--- src/rtl/retire_trace_buf.sv ---
// Retirement trace recorder: captures retired instructions into a circular
// buffer with cycle stamps, PC trigger, drop/overwrite modes and halt detect.
module retire_trace_buf #(
    parameter int XLEN        = 32,
    parameter int DEPTH       = 16,
    parameter int CYCLE_W     = 32,
    parameter int HALT_REPEAT = 4
) (
    input  logic                   clk,
    input  logic                   reset,
    input  logic                   retire_valid,
    input  logic [XLEN-1:0]        pc,
    input  logic [31:0]            instr,
    input  logic                   rd_we,
    input  logic [4:0]             rd_addr,
    input  logic [XLEN-1:0]        rd_wdata,
    input  logic                   trig_en,
    input  logic [XLEN-1:0]        trig_pc,
    input  logic                   wrap_mode,
    input  logic                   out_ready,
    output logic                   out_valid,
    output logic [XLEN-1:0]        out_pc,
    output logic [31:0]            out_instr,
    output logic                   out_rd_we,
    output logic [4:0]             out_rd_addr,
    output logic [XLEN-1:0]        out_rd_wdata,
    output logic [CYCLE_W-1:0]     out_cycle,
    output logic [$clog2(DEPTH):0] count,
    output logic                   overflow,
    output logic                   halted,
    output logic [CYCLE_W-1:0]     cycle_cnt
);

    localparam int AW = $clog2(DEPTH);
    localparam int CW = AW + 1;
    localparam int RW = $clog2(HALT_REPEAT + 1);
    localparam logic [31:0]   ECALL   = 32'h0000_0073;
    localparam logic [CW-1:0] FULL    = CW'(DEPTH);
    localparam logic [RW-1:0] REP_MAX = RW'(HALT_REPEAT);

    typedef enum logic [1:0] {ARMED, CAPTURE, HALTED} state_t;

    state_t r_state;
    state_t w_state_nxt;

    logic [XLEN-1:0]    r_mem_pc    [DEPTH];
    logic [31:0]        r_mem_instr [DEPTH];
    logic               r_mem_we    [DEPTH];
    logic [4:0]         r_mem_addr  [DEPTH];
    logic [XLEN-1:0]    r_mem_wdata [DEPTH];
    logic [CYCLE_W-1:0] r_mem_cyc   [DEPTH];

    logic [AW-1:0]      r_wptr;
    logic [AW-1:0]      r_rptr;
    logic [CW-1:0]      r_count;
    logic               r_ovf;
    logic [CYCLE_W-1:0] r_cycle;
    logic [XLEN-1:0]    r_prev_pc;
    logic               r_prev_vld;
    logic [RW-1:0]      r_rep;

    logic          w_full;
    logic          w_empty;
    logic          w_pop;
    logic          w_push;
    logic          w_wr;
    logic          w_radv;
    logic          w_ovf_evt;
    logic [RW-1:0] w_rep_nxt;
    logic [CW-1:0] w_count_nxt;

    assign w_full  = (r_count == FULL);
    assign w_empty = (r_count == '0);
    assign w_pop   = !w_empty && out_ready;

    // Saturating run length of the current PC; reaching REP_MAX means halt.
    assign w_rep_nxt = (r_prev_vld && pc == r_prev_pc)
                     ? ((r_rep == REP_MAX) ? r_rep : r_rep + 1'b1)
                     : RW'(1);

    always_comb begin
        w_state_nxt = r_state;
        w_push      = 1'b0;
        case (r_state)
            ARMED: begin
                if (!trig_en || (retire_valid && pc == trig_pc)) begin
                    w_push      = retire_valid;
                    w_state_nxt = CAPTURE;
                end
            end
            CAPTURE: w_push = retire_valid;
            default: w_push = 1'b0;
        endcase
        if (w_push && (instr == ECALL || w_rep_nxt == REP_MAX))
            w_state_nxt = HALTED;
    end

    // A full buffer still takes the push when a pop frees a slot or in wrap
    // mode; wrap without a pop drags the read pointer along.
    assign w_wr        = w_push && (!w_full || w_pop || wrap_mode);
    assign w_ovf_evt   = w_push && w_full && !w_pop;
    assign w_radv      = w_pop || (w_wr && w_full);
    assign w_count_nxt = r_count + CW'(w_wr) - CW'(w_radv);

    always_ff @(posedge clk) begin
        if (!reset) begin
            r_state    <= trig_en ? ARMED : CAPTURE;
            r_wptr     <= '0;
            r_rptr     <= '0;
            r_count    <= '0;
            r_ovf      <= 1'b0;
            r_cycle    <= '0;
            r_prev_pc  <= '0;
            r_prev_vld <= 1'b0;
            r_rep      <= '0;
        end else begin
            r_state <= w_state_nxt;
            r_count <= w_count_nxt;
            r_cycle <= r_cycle + 1'b1;
            if (w_wr)
                r_wptr <= r_wptr + 1'b1;
            if (w_radv)
                r_rptr <= r_rptr + 1'b1;
            if (w_ovf_evt)
                r_ovf <= 1'b1;
            if (retire_valid) begin
                r_prev_pc  <= pc;
                r_prev_vld <= 1'b1;
                r_rep      <= w_rep_nxt;
            end
        end
    end

    always_ff @(posedge clk) begin
        if (w_wr) begin
            r_mem_pc[r_wptr]    <= pc;
            r_mem_instr[r_wptr] <= instr;
            r_mem_we[r_wptr]    <= rd_we;
            r_mem_addr[r_wptr]  <= rd_addr;
            r_mem_wdata[r_wptr] <= rd_wdata;
            r_mem_cyc[r_wptr]   <= r_cycle;
        end
    end

    // Head fields read as zero while empty so stale data never leaks out.
    assign out_valid    = !w_empty;
    assign out_pc       = w_empty ? '0 : r_mem_pc[r_rptr];
    assign out_instr    = w_empty ? '0 : r_mem_instr[r_rptr];
    assign out_rd_we    = w_empty ? 1'b0 : r_mem_we[r_rptr];
    assign out_rd_addr  = w_empty ? '0 : r_mem_addr[r_rptr];
    assign out_rd_wdata = w_empty ? '0 : r_mem_wdata[r_rptr];
    assign out_cycle    = w_empty ? '0 : r_mem_cyc[r_rptr];

    assign count     = r_count;
    assign overflow  = r_ovf;
    assign halted    = (r_state == HALTED);
    assign cycle_cnt = r_cycle;

endmodule
--- config.mk ---
export PLATFORM = sky130hd
export DESIGN_NAME = retire_trace_buf
export DESIGN_NICKNAME = d
export VERILOG_FILES = /design/src/rtl/retire_trace_buf.sv
export SDC_FILE = /design/constraint.sdc
export NUM_CORES = 2
export LEC_CHECK = 0
export CELL_PAD_IN_SITES_DETAIL_PLACEMENT = 1
export CELL_PAD_IN_SITES_GLOBAL_PLACEMENT = 2
export CORE_MARGIN = 2
export CORE_UTILIZATION = 40
export CTS_CLUSTER_SIZE = 24
export DETAILED_ROUTE_END_ITERATION = 10
export HOLD_SLACK_MARGIN = 0.1
export PLACE_DENSITY = 0.71
export SLEW_MARGIN = 20
export SYNTH_ARGS = -nofsm -noshare
export SYNTH_HDL_FRONTEND = slang
export SYNTH_SLANG_ARGS = --single-unit
--- constraint.sdc ---
create_clock -name clk -period 11.51 [get_ports clk]
set_input_delay 1.151 -clock clk [delete_from_list [all_inputs] [get_ports clk]]
set_output_delay 1.151 -clock clk [all_outputs]
set_load 0.02 [all_outputs]
# Word-level counts from Yosys, hierarchy flattened
# Memory sizes are Yosys's and may differ from the RTL's. A register that Yosys moved wholly into a read port is not among the register bits.
# Cells that the tools add are included.
[op_classes]
addsub = 6
n_eq_ne = 10
n_mux = 29
reduce_logical = 20
[ops]
columns = ["cell", "n"]
rows = [
  ["$mux 32", 4],
  ["$eq 32x32->1", 2],
  ["$mux 4", 12],
  ["$add 32x1->32 const B", 1],
  ["$eq 32x7->1 const B", 1],
  ["$add 4x1->4 const B", 2],
  ["$logic_and 1x1->1", 8],
  ["$mux 2", 4],
  ["$eq 3x3->1 const B", 2],
  ["$mux 3", 2],
  ["$ne 3x1->1 const B", 2],
  ["$add 5x1->5", 1],
  ["$eq 5x5->1 const B", 1],
  ["$logic_not 5->1", 1],
  ["$logic_or 1x1->1", 5],
  ["$mux 1", 5],
  ["$mux 5", 1],
  ["$sub 5x1->5", 1],
  ["$logic_not 1->1", 4],
  ["$add 3x1->3 const B", 1],
  ["$eq 2x1->1 const B", 1],
  ["$eq 2x2->1 const B", 1],
  ["$logic_not 2->1", 1],
  ["$pmux 1 s2", 1],
  ["$reduce_and 2->1", 1],
]
[totals]
ff_bits = 84
ramBits = 2144
in_bits = 140
memories = 6
[memory_table]
columns = ["memory", "depth", "word_bits", "rd", "rd_ports_with_merged_regs", "wr", "line", "text"]
rows = [
  ["r_mem_cyc", 16, 32, 1, 1, 1, "51", "logic [CYCLE_W-1:0] r_mem_cyc [DEPTH];"],
  ["r_mem_instr", 16, 32, 1, 1, 1, "47", "logic [31:0] r_mem_instr [DEPTH];"],
  ["r_mem_pc", 16, 32, 1, 1, 1, "46", "logic [XLEN-1:0] r_mem_pc [DEPTH];"],
  ["r_mem_wdata", 16, 32, 1, 1, 1, "50", "logic [XLEN-1:0] r_mem_wdata [DEPTH];"],
  ["r_mem_addr", 16, 5, 1, 1, 1, "49", "logic [4:0] r_mem_addr [DEPTH];"],
  ["r_mem_we", 16, 1, 1, 1, 1, "48", "logic r_mem_we [DEPTH];"],
]

# Logic depth before layout (Yosys ltp)
[depth]
ltp_word = 10
depth_mapped = 18
ltp_nobuf = 17

# Worst setup path before layout
# Ideal clock, no wire load.
[synth_path]
kind = "input to register"
start = "input port pc[17]"
end = "memory r_mem_addr[3][0] (enable)"
arrival_time_ns = 11.226
slack_ns = -0.508
path_stages = 6
cell_sequence = "xnor2_1 > nand4_1 > nor4_1 > and4_1 > o211ai_1 > nor3_1"
[synth_via]
elab_chain_len = 8
[synth_lines]
columns = ["element", "line", "text"]
rows = [
  ["from (decl)", "12", "input logic [XLEN-1:0] pc,"],
  ["$eq 32x32->1", "86", "if (!trig_en || (retire_valid && pc == trig_pc)) begin"],
  ["$logic_and 1x1->1", "86", ""],
  ["$logic_or 1x1->1", "86", ""],
  ["$mux 1", "86", ""],
  ["$pmux 1 s2", "84", "case (r_state)"],
  ["$logic_and 1x1->1", "100", "assign w_wr = w_push && (!w_full || w_pop || wrap_mode);"],
  ["$mux 1", "135", "if (w_wr) begin"],
  ["$mux 1 (implied by the code)", "139", "r_mem_addr[r_wptr] <= rd_addr;"],
  ["to (decl)", "49", ""],
]
# Every way passes these cells.

==> metrics <==
Avg Cell Area, Syn 23.4 µm²; reg2reg start count[2]; Rows 170; clk buf depth 3; Hold Startpoint cycle_cnt[0]; Layout Utilization 0.466; final hold vios 0; post-synthesis mux area share 0.180; GR Overflow Total 0; WHS Endpoint cycle_cnt[0]; worst path arrival time 4.98 ns; H-tree depth 4; commonest non-fill, non-tap cell in the layout edfxtp_1; clk root buf clkbuf_16; pwr/cell area 211 nW/µm²; die width 467 µm; clock power share 0.334; CTS tree done; most frequent cells in the layout 2146 x edfxtp_1, 670 x mux4_2, 312 x clkdlybuf4s50_1; Worst EP required 10.36 ns; Reg2Reg Setup Slack 7.41 ns; Vias 39300; Worst-path clk slew 0.06 ns; Die H 467 µm; worst setup margin 5.37 ns; area of the multi-input gates 18900 µm²; Post-route DRC 0; CP Class flip-flop to primary output; Pwr Total 21.0 mW; vias in the first global route 42500; sw frac 0.265; Worst-Skew Late Latency 0.84 ns; Max-Cap Viols 0; Ys Warns 0; Hold Path Depth 1; area grow syn2layout 16.1%; clock skew 0.0279 ns; CP Capture Type primary output; antenna violations before repair 21; hold buffer count at cts 0; share of layout cells above drive strength 1 0.253; Psw 5.58 mW; largest net degree at the start of global routing 147; Setup-failing EPs final 0; WHS 0.416 ns; Vias/cell 5.52; # IOs 314; 1st-iter DRT viols 3469; Filler Cells Inserted 19300; Setup TNS Final 0 ns; syn nets 3821; Post-Synth Adder-Cell Area 0.00227; max frequency 163 MHz; Initial Util 0.401; Clock Sinks 2232; Int Pwr 15.5 mW; Final min period 6.14 ns; post-DP HPWL 114000 µm; unrepaired setup endpoints after global routing false; Mapped Cells 3666; core area 214000 µm²; IR drop worst, VDD 179 µV; CP Max Fanout 92; postcts setup bufs 0; Compound-Gate Fraction of Synth Area 0.00293; Cell Area, Synth 85900 µm²; first-pass GRT wire length 305000 µm; post-synthesis cell type count 44; period utilisation layout 0.533; R2R Path End r_mem_cyc[2][27]; pre-CTS setup slack 4.72 ns; Slew @ Worst Pin 1.13 ns; CP startpoint kind flip-flop; Synth Area in XOR/XNOR 0.00918; routed wire length 211000 µm; post_cts resized 0; nets 4247; Die Footprint 218000 µm²; DR pass1 iterations 5; Slew Limit Fails 0; register area 66200 µm²; largest family of logic cells by synthesized area multiplexers; Hold Crit Class flip-flop to flip-flop; GRT Util Overall 0.194; combinational cell fraction of total power 0.236; Slew Limit Headroom 0.250; Final ANT Viol Nets 0; FF-to-FF path depth 8; port bufs 313; placer congestion estimate 0.740; Synth Area in Simple Gates 0.0248; Flop pwr share 0.429; status complete, no violations; WL/cell 29.5 µm; Lkg Pwr 30.3 nW; Num CTS Buffers 221; register area share after synthesis 0.770; number of synthesized register bits 2232
-- kinds of logic after synthesis --
kind of cell               Yosys count
and+or+nand+nor                    380
xor gates and xnor gates            90
buffers and inverters              200
muxes                              709
DFF                               2232
AOI/OAI and AO/OA                   40
adders and majority gates           15
-- Yosys cell counts (all sizes together) --
library cell / number / share of area
edfxtp: 2146 / 0.75
mux4: 670 / 0.18
and2: 137 / 0.010
clkbuf: 99 / 0.0043
dfxtp: 86 / 0.020
buf: 82 / 0.0050
nor2: 73 / 0.0032
xor2: 48 / 0.0049
xnor2: 42 / 0.0043
mux2i: 37 / 0.0043
nand3: 32 / 0.0019
and3: 22 / 0.0016
nor4: 21 / 0.0015
nand2: 19 / 0.00083
nand4: 19 / 0.0014
inv: 18 / 0.00079
ha: 14 / 0.0020
nand2b: 14 / 0.0010
nor3: 14 / 0.00082
a21oi: 13 / 0.00076
o21ai: 10 / 0.00058
nor2b: 8 / 0.00058
or3: 8 / 0.00058
o211ai: 6 / 0.00052
and4: 5 / 0.00051
a211oi: 4 / 0.00035
nor4b: 3 / 0.00038
a21o: 2 / 0.00017
mux2: 2 / 0.00026
and4b: 1 / 0.00012
clkinv: 1 / 0.000044
fa: 1 / 0.00023
nand3b: 1 / 0.000087
nand4b: 1 / 0.00010
nand4bb: 1 / 0.00013
o211a: 1 / 0.00012
o31a: 1 / 0.00010
o32a: 1 / 0.00012
o32ai: 1 / 0.00010
o41ai: 1 / 0.00010
or2: 1 / 0.000073
-- per-layer routing --
metal	track usage	routed length, µm
met5	0	84
met4	0.0496	4220
met3	0.0341	12400
met2	0.314	104000
met1	0.273	90200
-- worst max path at each step --
stage          startpoint                  to  slack [ns]  cells past startpoint
6_report        flip-flop       out_cycle[17]        5.37                      6
5_1_grt         flip-flop          out_pc[18]        5.00                      6
4_1_cts         flip-flop     out_rd_wdata[5]        5.09                      6
3_5_place_dp        pc[7]  r_mem_wdata[0][20]        4.72                      8
3_3_place_gp        pc[7]     r_mem_cyc[2][9]        4.84                      8
2_1_floorplan      pc[17]   r_mem_addr[15][0]        2.80                      6
-- sequential cells by signal (all words and copies together) (netlist names), named ones only --
signal and count:
count 5, cycle_cnt 32, overflow 1, r_mem_addr 80
r_mem_cyc 512, r_mem_instr 512, r_mem_pc 512, r_mem_wdata 512
r_mem_we 16, r_prev_pc 32, r_prev_vld 1, r_rep 3
r_rptr 4, r_state 2, r_wptr 4
-- worst max-delay path, stage by stage (launching register included) --
cell,delay [ns]
dfxtp_4,0.57
buf_12,0.53
buf_4,0.85
mux4_2,0.63
mux4_2,0.61
and2_1,0.22
clkdlybuf4s50_1,0.55
-- through the flow --
stage,instances,cell area (µm²)
after global routing,7128,99700
after CTS,7125,99700
after floorplan,3666,85900
final,7133,99700
after detailed placement,6707,92600
after global placement,6706,92600
-- cell type report --
| type | count | area share |
|---|---|---|
| Sequential cell | 2232 | 0.664 |
| Multi-Input combinational cell | 1234 | 0.190 |
| Clock buffer | 285 | 0.0591 |
| Timing Repair Buffer | 384 | 0.0386 |
| Tap cell | 2838 | 0.0356 |
| Clock inverter | 133 | 0.0120 |
| Inverter | 19 | 0.000778 |
| Antenna cell | 8 | 0.000201 |
-- power by group through the flow --
stage	clock (mW)	sequential (mW)	combinational (mW)
finish	7.03	9.04	4.97
global route	7.48	9.05	5.31
CTS	7.19	9.04	5.12
detailed placement	0	9.21	5.10
global placement	0	9.21	5.08
floorplan	0	9.17	3.28
Power figures use the tool's default switching activity.
